`src/rtl/video_timing_decoder_if.sv`:
```
`default_nettype none
// ============================================================================
//  Module      : video_timing_decoder_if
//  Description : Bundle of the raw sync/pixel input stream and the qualified,
//                coordinate-tagged output stream of video_timing_decoder.
//                master : video source side (drives sync/pixel inputs,
//                         observes decoded outputs)
//                slave  : decoder side
//  Signals     : vsync, hsync, data_enable, pix_in      source -> decoder
//                pix_out, pix_valid, pix_x, pix_y,      decoder -> sink
//                sof, eol, eof, meas_width, meas_height,
//                err_width, err_overflow, err_sync
//  Revision    : 1.0 - initial release
// ============================================================================
interface video_timing_decoder_if #(
  parameter int CH    = 3,
  parameter int DW    = 8,
  parameter int MAX_W = 1920,
  parameter int MAX_H = 1080,
  parameter int XW    = $clog2(MAX_W + 1),
  parameter int YW    = $clog2(MAX_H + 1)
);
  logic               vsync;
  logic               hsync;
  logic               data_enable;
  logic [CH*DW-1:0]   pix_in;

  logic [CH*DW-1:0]   pix_out;
  logic               pix_valid;
  logic [XW-1:0]      pix_x;
  logic [YW-1:0]      pix_y;
  logic               sof;
  logic               eol;
  logic               eof;
  logic [XW-1:0]      meas_width;
  logic [YW-1:0]      meas_height;
  logic               err_width;
  logic               err_overflow;
  logic               err_sync;

  modport master (
    output vsync, hsync, data_enable, pix_in,
    input  pix_out, pix_valid, pix_x, pix_y, sof, eol, eof,
           meas_width, meas_height, err_width, err_overflow, err_sync
  );

  modport slave (
    input  vsync, hsync, data_enable, pix_in,
    output pix_out, pix_valid, pix_x, pix_y, sof, eol, eof,
           meas_width, meas_height, err_width, err_overflow, err_sync
  );
endinterface
`default_nettype wire

```
`src/rtl/video_timing_decoder.sv`:
```
`default_nettype none
// ============================================================================
//  Module      : video_timing_decoder
//  Description : Front-end of the downscaler. Turns a raw vsync/hsync/
//                data_enable stream of CH x DW-bit pixels into a qualified
//                pixel stream with x/y coordinates and sof/eol/eof markers,
//                measures the active frame size and flags timing faults.
//  Ports       : clk    - single rising-edge clock
//                rst_n  - asynchronous active-low reset
//                bus    - video_timing_decoder_if.slave (raw input stream,
//                         decoded output stream, measurements, error flags)
//  Pipeline    : edge k   : raw inputs captured (stage 1)
//                edge k+1 : decoded pixel / counters / flags (stage 2)
//                edge k+2 : output registers (eol needs the stage-1 lookahead)
//  Revision    : 1.0 - initial release
// ============================================================================
module video_timing_decoder #(
  parameter int CH    = 3,
  parameter int DW    = 8,
  parameter int MAX_W = 1920,
  parameter int MAX_H = 1080,
  parameter int XW    = $clog2(MAX_W + 1),
  parameter int YW    = $clog2(MAX_H + 1)
) (
  input wire                    clk,
  input wire                    rst_n,
  video_timing_decoder_if.slave bus
);

  localparam int            C_PW    = CH * DW;
  localparam logic [XW-1:0] C_MAX_X = XW'(MAX_W);
  localparam logic [YW-1:0] C_MAX_Y = YW'(MAX_H);
  localparam logic [XW-1:0] C_X_ONE = XW'(1);
  localparam logic [YW-1:0] C_Y_ONE = YW'(1);

  typedef enum logic [0:0] {
    WAIT_VS = 1'b0,
    ACTIVE  = 1'b1
  } state_t;

  state_t r_state;
  state_t w_state_nxt;

  // Stage 1: raw input capture
  logic              r_s1_vs;
  logic              r_s1_hs;
  logic              r_s1_de;
  logic [C_PW-1:0]   r_s1_pix;
  logic              r_vs_prev;   // stage-1 vsync of the previous cycle

  // Frame bookkeeping
  logic [XW-1:0]     r_x;         // next column, saturates at MAX_W
  logic [YW-1:0]     r_y;         // completed lines, saturates at MAX_H
  logic              r_line0;     // still in the first line of the frame
  logic [XW-1:0]     r_width;     // width of line 0 of the current frame
  logic              r_in_line;   // a data_enable run is in progress
  logic              r_frame_pix; // current frame has accepted a pixel
  logic              r_err_w;
  logic              r_err_o;
  logic              r_err_s;
  logic [XW-1:0]     r_meas_w;
  logic [YW-1:0]     r_meas_h;

  // Stage 2: decoded pixel
  logic              r_s2_valid;
  logic [C_PW-1:0]   r_s2_pix;
  logic [XW-1:0]     r_s2_x;
  logic [YW-1:0]     r_s2_y;
  logic              r_s2_sof;
  logic              r_s2_eof;

  // Decode of the stage-1 sample
  logic              w_vs_rise;
  logic              w_live;
  logic              w_de_live;
  logic [XW-1:0]     w_px;
  logic [YW-1:0]     w_py;
  logic              w_in_range;
  logic              w_accept;
  logic              w_ovf;
  logic              w_sync_err;
  logic              w_line_end;
  logic              w_eof;
  logic [XW-1:0]     w_x_inc;
  logic [YW-1:0]     w_y_inc;
  logic [XW-1:0]     w_fin_w;
  logic [YW-1:0]     w_fin_h;

  // --------------------------------------------------------------------------
  // Input capture
  // --------------------------------------------------------------------------
  always_ff @(posedge clk or negedge rst_n) begin
    if (!rst_n) begin
      r_s1_vs   <= 1'b0;
      r_s1_hs   <= 1'b0;
      r_s1_de   <= 1'b0;
      r_s1_pix  <= '0;
      r_vs_prev <= 1'b0;
    end else begin
      r_s1_vs   <= bus.vsync;
      r_s1_hs   <= bus.hsync;
      r_s1_de   <= bus.data_enable;
      r_s1_pix  <= bus.pix_in;
      r_vs_prev <= r_s1_vs;
    end
  end

  // --------------------------------------------------------------------------
  // State register
  // --------------------------------------------------------------------------
  always_ff @(posedge clk or negedge rst_n) begin
    if (!rst_n) begin
      r_state <= WAIT_VS;
    end else begin
      r_state <= w_state_nxt;
    end
  end

  // --------------------------------------------------------------------------
  // Next state and per-sample decode
  // --------------------------------------------------------------------------
  always_comb begin
    w_state_nxt = r_state;
    w_vs_rise   = r_s1_vs & ~r_vs_prev;
    // The vsync-rise cycle already belongs to the new frame, even when
    // leaving WAIT_VS, so a coincident pixel becomes (0,0).
    w_live      = (r_state == ACTIVE) | w_vs_rise;
    w_de_live   = r_s1_de & w_live;
    w_px        = w_vs_rise ? '0 : r_x;
    w_py        = w_vs_rise ? '0 : r_y;
    w_in_range  = (w_px < C_MAX_X) && (w_py < C_MAX_Y);
    w_accept    = w_de_live & w_in_range;
    w_ovf       = w_de_live & ~w_in_range;
    w_sync_err  = w_de_live & (r_s1_hs | w_vs_rise);
    // A line closes on the data_enable fall or when vsync truncates it.
    w_line_end  = (r_state == ACTIVE) & r_in_line & (~r_s1_de | w_vs_rise);
    w_eof       = (r_state == ACTIVE) & w_vs_rise & r_frame_pix;
    w_x_inc     = (r_x == C_MAX_X) ? r_x : r_x + C_X_ONE;
    w_y_inc     = (r_y == C_MAX_Y) ? r_y : r_y + C_Y_ONE;
    // Closing-frame measurements: a line cut by vsync still counts, and if
    // it was line 0 its partial length is the frame width.
    w_fin_h     = r_in_line ? w_y_inc : r_y;
    w_fin_w     = r_line0 ? (r_in_line ? r_x : '0) : r_width;
    if (w_vs_rise) begin
      w_state_nxt = ACTIVE;
    end
  end

  // --------------------------------------------------------------------------
  // Frame counters, measurements and sticky errors
  // --------------------------------------------------------------------------
  always_ff @(posedge clk or negedge rst_n) begin
    if (!rst_n) begin
      r_x         <= '0;
      r_y         <= '0;
      r_line0     <= 1'b0;
      r_width     <= '0;
      r_in_line   <= 1'b0;
      r_frame_pix <= 1'b0;
      r_err_w     <= 1'b0;
      r_err_o     <= 1'b0;
      r_err_s     <= 1'b0;
      r_meas_w    <= '0;
      r_meas_h    <= '0;
    end else if (w_vs_rise) begin
      // New frame; errors restart with whatever this very cycle raises.
      r_x         <= w_de_live ? C_X_ONE : '0;
      r_y         <= '0;
      r_line0     <= 1'b1;
      r_width     <= '0;
      r_in_line   <= w_de_live;
      r_frame_pix <= w_accept;
      r_err_w     <= 1'b0;
      r_err_o     <= w_ovf;
      r_err_s     <= w_sync_err;
      if (w_eof) begin
        r_meas_w <= w_fin_w;
        r_meas_h <= w_fin_h;
      end
    end else if (r_state == ACTIVE) begin
      if (w_line_end) begin
        r_x       <= '0;
        r_y       <= w_y_inc;
        r_in_line <= 1'b0;
        r_line0   <= 1'b0;
        if (r_line0) begin
          r_width <= r_x;
        end else if (r_x != r_width) begin
          r_err_w <= 1'b1;
        end
      end else if (w_de_live) begin
        r_x       <= w_x_inc;
        r_in_line <= 1'b1;
      end
      if (w_accept) begin
        r_frame_pix <= 1'b1;
      end
      if (w_ovf) begin
        r_err_o <= 1'b1;
      end
      if (w_sync_err) begin
        r_err_s <= 1'b1;
      end
    end
  end

  // --------------------------------------------------------------------------
  // Stage 2 and output registers
  // --------------------------------------------------------------------------
  always_ff @(posedge clk or negedge rst_n) begin
    if (!rst_n) begin
      r_s2_valid       <= 1'b0;
      r_s2_pix         <= '0;
      r_s2_x           <= '0;
      r_s2_y           <= '0;
      r_s2_sof         <= 1'b0;
      r_s2_eof         <= 1'b0;
      bus.pix_valid    <= 1'b0;
      bus.pix_out      <= '0;
      bus.pix_x        <= '0;
      bus.pix_y        <= '0;
      bus.sof          <= 1'b0;
      bus.eol          <= 1'b0;
      bus.eof          <= 1'b0;
      bus.meas_width   <= '0;
      bus.meas_height  <= '0;
      bus.err_width    <= 1'b0;
      bus.err_overflow <= 1'b0;
      bus.err_sync     <= 1'b0;
    end else begin
      r_s2_valid       <= w_accept;
      r_s2_pix         <= r_s1_pix;
      r_s2_x           <= w_px;
      r_s2_y           <= w_py;
      r_s2_sof         <= w_accept & (w_px == '0) & (w_py == '0);
      r_s2_eof         <= w_eof;
      bus.pix_valid    <= r_s2_valid;
      bus.pix_out      <= r_s2_pix;
      bus.pix_x        <= r_s2_x;
      bus.pix_y        <= r_s2_y;
      bus.sof          <= r_s2_sof;
      // The stage-2 pixel ends its line unless the sample now in stage 1
      // is an accepted pixel of the same line (overflow drops also end it).
      bus.eol          <= r_s2_valid & ~(w_accept & ~w_vs_rise);
      bus.eof          <= r_s2_eof;
      bus.meas_width   <= r_meas_w;
      bus.meas_height  <= r_meas_h;
      bus.err_width    <= r_err_w;
      bus.err_overflow <= r_err_o;
      bus.err_sync     <= r_err_s;
    end
  end

endmodule
`default_nettype wire

```
`src/flat_wrapper.sv`:
```
// flat-port wrapper written by rule: the top's interface ports become plain ports
module video_timing_decoder_flat 
#(
  parameter int CH    = 3,
  parameter int DW    = 8,
  parameter int MAX_W = 1920,
  parameter int MAX_H = 1080,
  parameter int XW    = $clog2(MAX_W + 1),
  parameter int YW    = $clog2(MAX_H + 1)
)
  (clk, rst_n, bus_vsync, bus_hsync, bus_data_enable, bus_pix_in, bus_pix_out, bus_pix_valid, bus_pix_x, bus_pix_y, bus_sof, bus_eol, bus_eof, bus_meas_width, bus_meas_height, bus_err_width, bus_err_overflow, bus_err_sync);
  video_timing_decoder_if #(.CH(CH), .DW(DW), .MAX_W(MAX_W), .MAX_H(MAX_H), .XW(XW), .YW(YW)) bus_i ();
  input wire clk;
  input wire rst_n;
  input wire logic [$bits(bus_i.vsync)-1:0] bus_vsync;
  input wire logic [$bits(bus_i.hsync)-1:0] bus_hsync;
  input wire logic [$bits(bus_i.data_enable)-1:0] bus_data_enable;
  input wire logic [$bits(bus_i.pix_in)-1:0] bus_pix_in;
  output wire logic [$bits(bus_i.pix_out)-1:0] bus_pix_out;
  output wire logic [$bits(bus_i.pix_valid)-1:0] bus_pix_valid;
  output wire logic [$bits(bus_i.pix_x)-1:0] bus_pix_x;
  output wire logic [$bits(bus_i.pix_y)-1:0] bus_pix_y;
  output wire logic [$bits(bus_i.sof)-1:0] bus_sof;
  output wire logic [$bits(bus_i.eol)-1:0] bus_eol;
  output wire logic [$bits(bus_i.eof)-1:0] bus_eof;
  output wire logic [$bits(bus_i.meas_width)-1:0] bus_meas_width;
  output wire logic [$bits(bus_i.meas_height)-1:0] bus_meas_height;
  output wire logic [$bits(bus_i.err_width)-1:0] bus_err_width;
  output wire logic [$bits(bus_i.err_overflow)-1:0] bus_err_overflow;
  output wire logic [$bits(bus_i.err_sync)-1:0] bus_err_sync;
  assign bus_i.vsync = bus_vsync;
  assign bus_i.hsync = bus_hsync;
  assign bus_i.data_enable = bus_data_enable;
  assign bus_i.pix_in = bus_pix_in;
  assign bus_pix_out = bus_i.pix_out;
  assign bus_pix_valid = bus_i.pix_valid;
  assign bus_pix_x = bus_i.pix_x;
  assign bus_pix_y = bus_i.pix_y;
  assign bus_sof = bus_i.sof;
  assign bus_eol = bus_i.eol;
  assign bus_eof = bus_i.eof;
  assign bus_meas_width = bus_i.meas_width;
  assign bus_meas_height = bus_i.meas_height;
  assign bus_err_width = bus_i.err_width;
  assign bus_err_overflow = bus_i.err_overflow;
  assign bus_err_sync = bus_i.err_sync;
  video_timing_decoder #(.CH(CH), .DW(DW), .MAX_W(MAX_W), .MAX_H(MAX_H), .XW(XW), .YW(YW)) u_core (.clk(clk), .rst_n(rst_n), .bus(bus_i));
endmodule
```
`config.mk`:
```
export PLATFORM = sky130hd
export DESIGN_NAME = video_timing_decoder_flat
export DESIGN_NICKNAME = d
export VERILOG_FILES = /design/src/rtl/video_timing_decoder_if.sv /design/src/rtl/video_timing_decoder.sv /design/src/flat_wrapper.sv
export SDC_FILE = /design/constraint.sdc
export NUM_CORES = 1
export LEC_CHECK = 0
export ABC_AREA = 0
export CORE_MARGIN = 5
export CORE_UTILIZATION = 35
export DETAILED_ROUTE_END_ITERATION = 16
export DONT_BUFFER_PORTS = 1
export PLACE_DENSITY = 0.53
export REMOVE_ABC_BUFFERS = 1
export SYNTH_ARGS = -nofsm -noshare
export SYNTH_HDL_FRONTEND = slang
export SYNTH_SLANG_ARGS = --single-unit
```
`constraint.sdc`:
```
create_clock -name clk -period 4.44 [get_ports clk]
set_input_delay 1.11 -clock clk [delete_from_list [all_inputs] [get_ports clk]]
set_output_delay 1.11 -clock clk [all_outputs]
set_load 0.02 [all_outputs]
```
---- Yosys cells after proc, flatten, opt, wreduce, memory -nomap -nowiden ----
Index checks and enable logic that the tools add are counted.
storage, ports and cells
  register bits ........................... 214
  bits of input ports ..................... 29
  output and inout port bits .............. 75
  logic and storage cells ................. 125
operators by class
  add/sub/neg operators ................... 2
  magnitude comparators ................... 2
  eq/ne operators ......................... 5
  mux-type cells .......................... 40
  bitwise operators ....................... 21
  reduce and logical (&&, ||, !) cells .... 20
operators with widths
  operator                 count
  $mux W11                 18
  $add A11 B1 Y11 const B  2
  $eq A11 B11 Y1 const B   2
  $logic_not A11 Y1        2
  $lt A11 B11 Y1 const B   2
  $mux W1                  22
  $reduce_bool A2 Y1       7
  $and A1 B1 Y1            13
  $reduce_and A2 Y1        6
  $ne A11 B11 Y1           1
  $reduce_and A3 Y1        2
  $not A1 Y1               5
  $reduce_and A4 Y1        1
  $ne A3 B1 Y1 const B     1
  $or A1 B1 Y1             3
  $reduce_bool A3 Y1       1
  $ne A2 B2 Y1 const B     1
  $logic_and A1 B1 Y1      1

---- Longest topological paths before layout ----
  depth in word-level cells ............... 10
  gate-level depth with buffers ........... 8
  mapped depth without buffers ............ 6

---- Worst setup path before layout ----
Ideal clock, no wire load.
  path kind ............................... register to register
  from .................................... reg u_core.r_x[0]
  to ...................................... reg u_core.r_x[10]
  setup time .............................. 0.120 ns
  arrival ................................. 1.795 ns
  data required time ...................... 4.320 ns
  path slack .............................. 2.524 ns
  stages on the path, launching flop included .. 9
  path buffers ............................ 2
  clock period less this slack ............ 1.916 ns
  cell sequence ........................... dfrtp_1 clkbuf_1 inv_1 ha_1 and2_1 and4b_1 buf_2 o31a_1 o211a_1
on the way
  longest elaborated chain between the ends .. 6
  elaborated cells on any way between the ends .. 9
RTL lines
  item                    line                         source
  start, declared         video_timing_decoder.sv:52   logic [XW-1:0] r_x;
  start signal, assigned  video_timing_decoder.sv:167  r_x <= w_de_live ? C_X_ONE : '0;
  start signal, assigned  video_timing_decoder.sv:192  r_x <= w_x_inc;
  $add A11 B1 Y11         video_timing_decoder.sv:138  w_x_inc = (r_x == C_MAX_X) ? r_x : r_x + C_X_ONE;
  $mux W11                video_timing_decoder.sv:138
  $mux W11                video_timing_decoder.sv:191  end else if (w_de_live) begin
  $mux W11                video_timing_decoder.sv:181  if (w_line_end) begin
  $mux W11                video_timing_decoder.sv:180  end else if (r_state == ACTIVE) begin
  $mux W11                video_timing_decoder.sv:165  end else if (w_vs_rise) begin
Parallel ways exist; a longest one is shown, timed or not. The select of a mux whose other input is x is not followed.
A chain may end at the register's enable or synchronous reset.

---- Worst setup path in the final report ----
  from .................................... reg u_core.r_in_line
  to ...................................... reg u_core.r_y[7]
on the way
  longest elaborated chain between the ends .. 4
RTL lines
  item                                 line                         source
  start, declared                      video_timing_decoder.sv:56   logic r_in_line;
  start signal, assigned               video_timing_decoder.sv:171  r_in_line <= w_de_live;
  $and A1 B1 Y1 (2 in a row)           video_timing_decoder.sv:136  w_line_end = (r_state == ACTIVE) & r_in_line & (~r_s1_de | w_vs_rise);
  $reduce_bool A2 Y1 (no source line)  --
  $reduce_and A2 Y1 (no source line)   --
  end signal, assigned                 video_timing_decoder.sv:183  r_y <= w_y_inc;
  end, declared                        video_timing_decoder.sv:53   logic [YW-1:0] r_y;
Every way passes these cells.

==> key figures <==
Die
  • IO Count: 104
  • Die Y: 155 um
  • Core area: 0.0210 sq mm
  • Initial Utilization: 35.3%
  • Die Area: 0.0242 sq mm
  • Chip Width: 155 um
  • Site Rows: 53

GRT
  • Met2 Use GR: 17.8%
  • Largest net degree at the start of global routing: 215
  • Total gr overflow: 0
  • Met3 Use GR: 3.78%
  • Layer with the highest usage: met2
  • Vias in the first global route: 4278
  • Initial antenna violation count: 1
  • First-pass GRT wire length: 23500 um
  • Gr usage total: 11.8%
  • Met1 Track Usage GR: 16.3%

Setup path
  • R2R cell count: 4
  • Critical Path Fanout Max: 21
  • Largest stage delay on the critical path: 0.86 ns
  • WP data required: 4.81 ns
  • Critical path class: reg -> reg
  • Crit path DAT: 2.55 ns
  • Crit path launch type: flop
  • Worst Setup End Kind: flop
  • Worst r2r dst: u_core.r_y[7]
  • Worst path cell trace: nand3b_1 > nor4_1 > xnor2_1 > nor2_1
  • Setup crit end: u_core.r_y[7]
  • R2R Setup Slk: 2.26 ns
  • Critical path's slowest cell: dfrtp_1
  • Reg-to-Reg Start: u_core.r_in_line
  • CP Launch Point: u_core.r_in_line

Place
  • Post-DP HPWL: 8800 um
  • Pre-CTS setup slack: 2.08 ns
  • Port Buffer Count: 0
  • Placed Area: 0.00751 sq mm
  • GPL Wtd Cong: 0.818
  • Placed cell count: 797

Timing
  • Final Hold Vio Count: 0
  • Clock skew: 0.00889 ns
  • RSZ-0062 raised after global routing: false
  • Worst Max-Slew Pin Slew: 0.883 ns
  • Fin worst setup slack: 2.26 ns
  • Number of setup violations in the final report: 0
  • Fin Setup TNS: 0 ns
  • Final worst-path cycle share: 49.0%
  • Slew headroom: 40.7%
  • Hold Slack: 0.311 ns
  • Fmax: 459 MHz
  • Fin. max-slew vios: 0
  • Final min period: 2.18 ns

Yosys
  • Synth Instances: 560
  • Synth Flop Type: dfrtp_1
  • Share of the yosys chip area belonging to registers: 72.3%
  • Synth Warn #: 0
  • EDFF count, synth: 0
  • Yosys reg bits: 214
  • Syn Area/Cell: 13.2 sq um
  • Post-synth ARST share: 100%
  • Mapped Area: 0.00740 sq mm
  • Yosys cell types: 49

Pwr
  • Pwr Total: 4.23 mW
  • P per Cell Area: 509 mW/mm^2
  • Max rail drop VDD: 208 uV
  • Leak pwr: 3.77 nW

Drt
  • Via count: 4076
  • Remaining DRCs: 0
  • Vias per cell: 4.86
  • DRT Wirelength: 14500 um
  • Final ANT Viol Nets: 0
  • Pre-Repair DR Iteration Count: 5
  • Wire per inst: 17.2 um
  • Initial DRC Count: 220

Clock tree
  • Worst-Skew Late Latency: 0.50 ns
  • CTS resizes: 0
  • Setup Buffers After CTS: 0
  • Worst-path clk slew: 0.06 ns
  • CTS tree: yes
  • Hold-fix buffers at CTS: 0
  • Max clock buf depth: 3
  • Root Buffer: clkbuf_16
  • H-tree Lvls: 1
  • CTS Buf Count: 23
  • # clock sinks: 214

Job
  • Max Cap Violations: 0

Layout
  • Proportion of layout cells with a drive suffix above 1: 8.70%
  • Fin util: 39.6%
  • Layout Cells excl Fill: 839
  • Net count, final: 580
  • Cell area after layout: 0.00831 sq mm
  • Area delta synth->final: 12.2%

Min path
  • Worst hold path type: in -> async

Run status
  • Status: finished clean
registers in the layout, indices dropped and copies added, names as in the netlist, 11 cells and up:
| register | count |
|---|---|
| u_core.r_x | 11 |
| u_core.r_y | 11 |
| u_core.r_s1_pix | 24 |
| u_core.r_s2_pix | 24 |
| u_core.bus.pix_x | 11 |
| u_core.bus.meas_width | 11 |
| u_core.r_width | 11 |
| u_core.bus.pix_y | 11 |
| u_core.r_meas_h | 11 |
| u_core.bus.meas_height | 11 |
| u_core.bus.pix_out | 24 |
| u_core.r_s2_y | 11 |
| u_core.r_s2_x | 11 |
| u_core.r_meas_w | 11 |
cells in the final DEF, fill, tap and decap left out, types with 3 or more instances in the layout:
cell type,netlist,layout
nor4_1,10,10
clkbuf_16,0,23
o21ai_1,5,6
bufinv_16,0,3
clkinvlp_4,0,3
a21oi_1,21,21
nor3_1,8,8
clkinv_2,0,5
dfrtp_1,214,214
ha_1,4,4
or3_1,3,3
a31oi_1,14,14
o31ai_1,10,10
nand4_1,8,8
nand3_1,10,10
and2_1,19,19
xor2_1,6,6
xnor2_1,19,19
nand2_1,64,64
o21ai_0,31,30
clkbuf_8,6,4
nor2b_1,12,11
and3_1,3,3
nor2_1,18,18
inv_1,10,10
critical path: cells and delay by family, from the launching register on:
| kind | cells | cell delay, ns |
|---|---|---|
| XOR/XNOR | 1 | 0.16 |
| AND/OR/NAND/NOR | 3 | 1.03 |
| flip-flops | 1 | 0.86 |
cells by family (layout without fill, tap and decap cells):
group | after synthesis | count (layout) | share of synthesized area (%)
fa+ha+maj | 4 | 4 | 0.676
simple gates | 172 | 172 | 12.4
compound gates | 93 | 93 | 7.44
other cells | 0 | 1 | 0
mux | 2 | 2 | 0.270
buf+inv | 50 | 53 | 3.94
xor+xnor | 25 | 25 | 2.96
flops | 214 | 214 | 72.3
worst min-delay path by stage:
| stage | from | endpoint | slack [ns] | cells after the start |
|---|---|---|---|---|
| floorplan | u_core.r_s2_eof | u_core.bus.eof | 0.33 | 0 |
| global placement | u_core.r_s1_pix[14] | u_core.r_s2_pix[14] | 0.33 | 0 |
| detailed placement | u_core.r_s2_pix[8] | u_core.bus.pix_out[8] | 0.33 | 0 |
| CTS | rst_n | u_core.bus.err_width | 0.29 | 0 |
| global route | rst_n | u_core.r_s1_pix[3] | 0.29 | 0 |
| finish | rst_n | u_core.r_s2_pix[7] | 0.31 | 0 |
power by group:
group | leakage (nW) | internal [mW] | switching [mW]
clock network | 0.386 | 1.20 | 0.759
logic | 0.616 | 0.0453 | 0.0729
registers | 2.76 | 2.04 | 0.114
total | 3.77 | 3.28 | 0.946
area by class of cell:
type,count,area [sq um]
timing repair buffer,2,15.0
inverter,10,37.5
clock buffer,28,634
sequential,214,5360
antenna,1,2.50
multi-input combinational,296,1760
fill,1990,12600
clock inverter,13,158
tap,275,344
layer usage:
layer	wire [um]	share of wire [%]	vias up
met3	1250	8.7	31
met2	6470	45	154
met5	0	0	-
li1	-	-	1853
met1	6400	44	2038
met4	335	2.3	0
cell usage after synthesis (3+ instances only):
| cell type | instances | area, sq um |
|---|---|---|
| and2_1 | 19 | 119 |
| o21ai_0 | 31 | 155 |
| a31oi_1 | 14 | 87.6 |
| dfrtp_1 | 214 | 5360 |
| xnor2_1 | 19 | 166 |
| o21ai_1 | 5 | 25.0 |
| clkbuf_1 | 26 | 97.6 |
| ha_1 | 4 | 50.1 |
| nor3_1 | 8 | 40.0 |
| buf_6 | 3 | 33.8 |
| o31ai_1 | 10 | 75.1 |
| nor2_1 | 18 | 67.6 |
| nand3_1 | 10 | 50.1 |
| nor2b_1 | 12 | 75.1 |
| or3_1 | 3 | 18.8 |
| a21oi_1 | 21 | 105 |
| and3_1 | 3 | 18.8 |
| xor2_1 | 6 | 52.6 |
| inv_1 | 10 | 37.5 |
| clkbuf_8 | 6 | 82.6 |
| nand4_1 | 8 | 50.1 |
| nand2_1 | 64 | 240 |
| nor4_1 | 10 | 62.6 |
Note: power is estimated with default switching activity, not from simulation.
==> edit, RTL diff (same flow settings) <==
`MAX_H` is set to 1080 in 3 places; all go to 540.
--- a/src/rtl/video_timing_decoder_if.sv
+++ b/src/rtl/video_timing_decoder_if.sv
@@ -17,5 +17,5 @@
   parameter int DW    = 8,
   parameter int MAX_W = 1920,
-  parameter int MAX_H = 1080,
+  parameter int MAX_H = 540,
   parameter int XW    = $clog2(MAX_W + 1),
   parameter int YW    = $clog2(MAX_H + 1)
--- a/src/rtl/video_timing_decoder.sv
+++ b/src/rtl/video_timing_decoder.sv
@@ -19,5 +19,5 @@
   parameter int DW    = 8,
   parameter int MAX_W = 1920,
-  parameter int MAX_H = 1080,
+  parameter int MAX_H = 540,
   parameter int XW    = $clog2(MAX_W + 1),
   parameter int YW    = $clog2(MAX_H + 1)
--- a/src/flat_wrapper.sv
+++ b/src/flat_wrapper.sv
@@ -5,5 +5,5 @@
   parameter int DW    = 8,
   parameter int MAX_W = 1920,
-  parameter int MAX_H = 1080,
+  parameter int MAX_H = 540,
   parameter int XW    = $clog2(MAX_W + 1),
   parameter int YW    = $clog2(MAX_H + 1)
Interface: changed (resized bus_meas_height and bus_pix_y); port bits go from 104 to 102. No check against the original RTL was run, so the function may have changed too.
==> edit against the unedited design <==
- worst setup slack lost 230 ps
- synthesized cell count shrank 1.8%
- clock skew grew 1.9 ps
- area after synthesis shrank 1.0%
- sequential cell count shrank 5
- power shrank 1.8%
- routed wire length shrank 2.5%
- worst hold slack is essentially flat
- final area shrank 1.5%
==> edit: results (changes against the unedited design) <==
Route
  • Routed vias/inst: 4.82 (was 4.86)
  • DRT antenna net count: 0 (unchanged)
  • Drt total wl: 14100 um (was 14500 um)
  • 1st-iter DRT viols: 216 (was 220)
  • DRT Pass-1 Iters: 4 (was 5)

GRT
  • Initial antenna violation count: 0 (was 1)
  • Largest net degree at the start of global routing: 210 (was 215)
  • Met3 Resource Use GR: 0.0308 (was 0.0378)
  • Met2 global-route usage: 0.185 (was 0.178)
  • Number of global-route vias before repair: 4121 (was 4278)
  • First-pass GRT wire length: 22900 um (was 23500 um)
  • Met1 global-route usage: 0.158 (was 0.163)
  • GRT Overall Usage: 0.117 (was 0.118)

Synthesis
  • Yosys cell types: 57 (was 49)
  • Ys flop type: dfrtp_1 (unchanged)
  • Synth async-reset ratio: 1.00 (unchanged)
  • Register area share after synthesis: 0.714 (was 0.723)
  • YS warnings: 0 (unchanged)
  • Synth top area cells: dfrtp_1 (71%), nand2_1 (3.4%), xnor2_1 (2.3%), o21ai_0 (1.7%), and2_1 (1.5%) (was dfrtp_1 (72%), nand2_1 (3.2%), xnor2_1 (2.2%), o21ai_0 (2.1%), and2_1 (1.6%))
  • Top post-synthesis cells by count: dfrtp_1 (209), nand2_1 (67), o21ai_0 (25), nor2_1 (21), xnor2_1 (19) (was dfrtp_1 (214), nand2_1 (64), o21ai_0 (31), clkbuf_1 (26), a21oi_1 (21))

Worst setup path
  • Worst setup startpoint: u_core.r_in_line (unchanged)
  • R2R setup slack: 2030 ps (was 2260 ps)
  • Crit path to: u_core.r_y[9] (was u_core.r_y[7])
  • CP max FO: 24 (was 21)
  • WP data arrival: 2790 ps (was 2550 ps)
  • Worst-case reg-to-reg path depth: 4 (unchanged)

Run
  • # Max-Cap Violations: 0 (unchanged)

Clock network
  • Worst-path clk slew: 60 ps (about the same)
  • Number of post-CTS setup repair buffers: 0 (unchanged)
  • H-tree levels: 1 (unchanged)
  • Later-pin clock latency in the skew report: 500 ps (about the same)
  • CTS root buf: clkbuf_16 (unchanged)
  • Clock Tree Buf Depth: 3 (unchanged)
  • Resized cells post-CTS: 0 (unchanged)
  • Number of buffers created by CTS: 23 (unchanged)

STA
  • Slew @ Worst Pin: 891 ps (was 883 ps)
  • Clock skew: 10.8 ps (was 8.89 ps)
  • Tmin final: 2410 ps (was 2180 ps)

Finish
  • Final #Nets: 574 (was 580)
  • Biggest regs: u_core.bus.pix_out (24), u_core.r_s1_pix (24), u_core.r_s2_pix (24) (unchanged)
  • Share of layout cells above drive strength 1: 0.0993 (was 0.0870)
  • Antenna diode count: 0 (was 1)
  • FILL cells: 2009 (was 1990)

Placement
  • Detailed placer's ending HPWL: 8750 um (was 8800 um)
  • RePlAce Congestion: 0.797 (was 0.818)
  • DP Area: 7460 um^2 (was 7510 um^2)
  • Port-buffer cells: 0 (unchanged)

Pwr
  • Maximum vdd ir drop: 0.242 mV (was 0.208 mV)
  • Switching part of the total: 0.236 (was 0.224)
  • Leakage Power: 3.64 nW (was 3.77 nW)

Run status
  • Status: completed (unchanged)

Min path
  • Worst Hold Class: input port to asynchronous set/reset pin (unchanged)
[edit: power groups by stage]
stage	Clock (W)	Sequential [W]	Combinational, W
after floorplan	0	0.00219	0.000153
after global placement	0	0.00223	0.000198
after detailed placement	0	0.00223	0.000201
after CTS	0.00183	0.00220	0.000202
after global routing	0.00192	0.00221	0.000222
final	0.00176	0.00219	0.000197
[edit: logic make-up after synthesis]
logic type                 synth area share
and+or+nand+nor                       0.121
adders and majority gates           0.00683
AOI/OAI and AO/OA                    0.0850
muxes                               0.00683
buffers and inverters                0.0369
DFF                                   0.714
xor gates and xnor gates             0.0299
[edit: layout make-up]
class | count | area [um^2] | area share
Sequential cell | 209 | 5230 | 0.640
Tap cell | 275 | 344 | 0.0421
Clock buffer | 33 | 683 | 0.0835
Inverter | 9 | 33.8 | 0.00413
Multi-Input combinational cell | 295 | 1830 | 0.224
Timing Repair Buffer | 3 | 22.5 | 0.00275
Clock inverter | 5 | 33.8 | 0.00413
[edit: how the worst min path moves through the flow]
stage                              to  slack [ps]
3_3_place_gp   u_core.bus.pix_out[20]         330
3_5_place_dp    u_core.bus.pix_out[5]         330
4_1_cts        u_core.bus.pix_out[20]         280
2_1_floorplan          u_core.bus.eof         330
6_report           u_core.r_s2_pix[6]         310
5_1_grt            u_core.r_s1_pix[6]         270
[edit: metal layers]
| layer | vias up | part of all wire |
|---|---|---|
| met4 | 0 | 0.033 |
| met3 | 31 | 0.058 |
| li1 | 1843 | - |
| met2 | 128 | 0.47 |
| met1 | 1996 | 0.44 |
| met5 | - | 0 |
[edit: per-stage QoR]
| stage | hold slack [ps] | instances | util | total power [W] |
|---|---|---|---|---|
| 2_1_floorplan | 331 | 513 | - | 0.00234 |
| 5_1_grt | 275 | 829 | 0.393 | 0.00435 |
| 3_5_place_dp | 335 | 791 | 0.358 | 0.00243 |
| 4_1_cts | 278 | 829 | 0.393 | 0.00423 |
| 6_report | 311 | 829 | 0.393 | 0.00415 |
| 3_3_place_gp | 332 | 791 | 0.358 | 0.00243 |
[edit: worst max-delay path: stages (launching register included)]
cell and delay, ps:
dfrtp_1 920, nand3b_1 450, nor4_1 540, a31oi_1 160, a41o_1 220
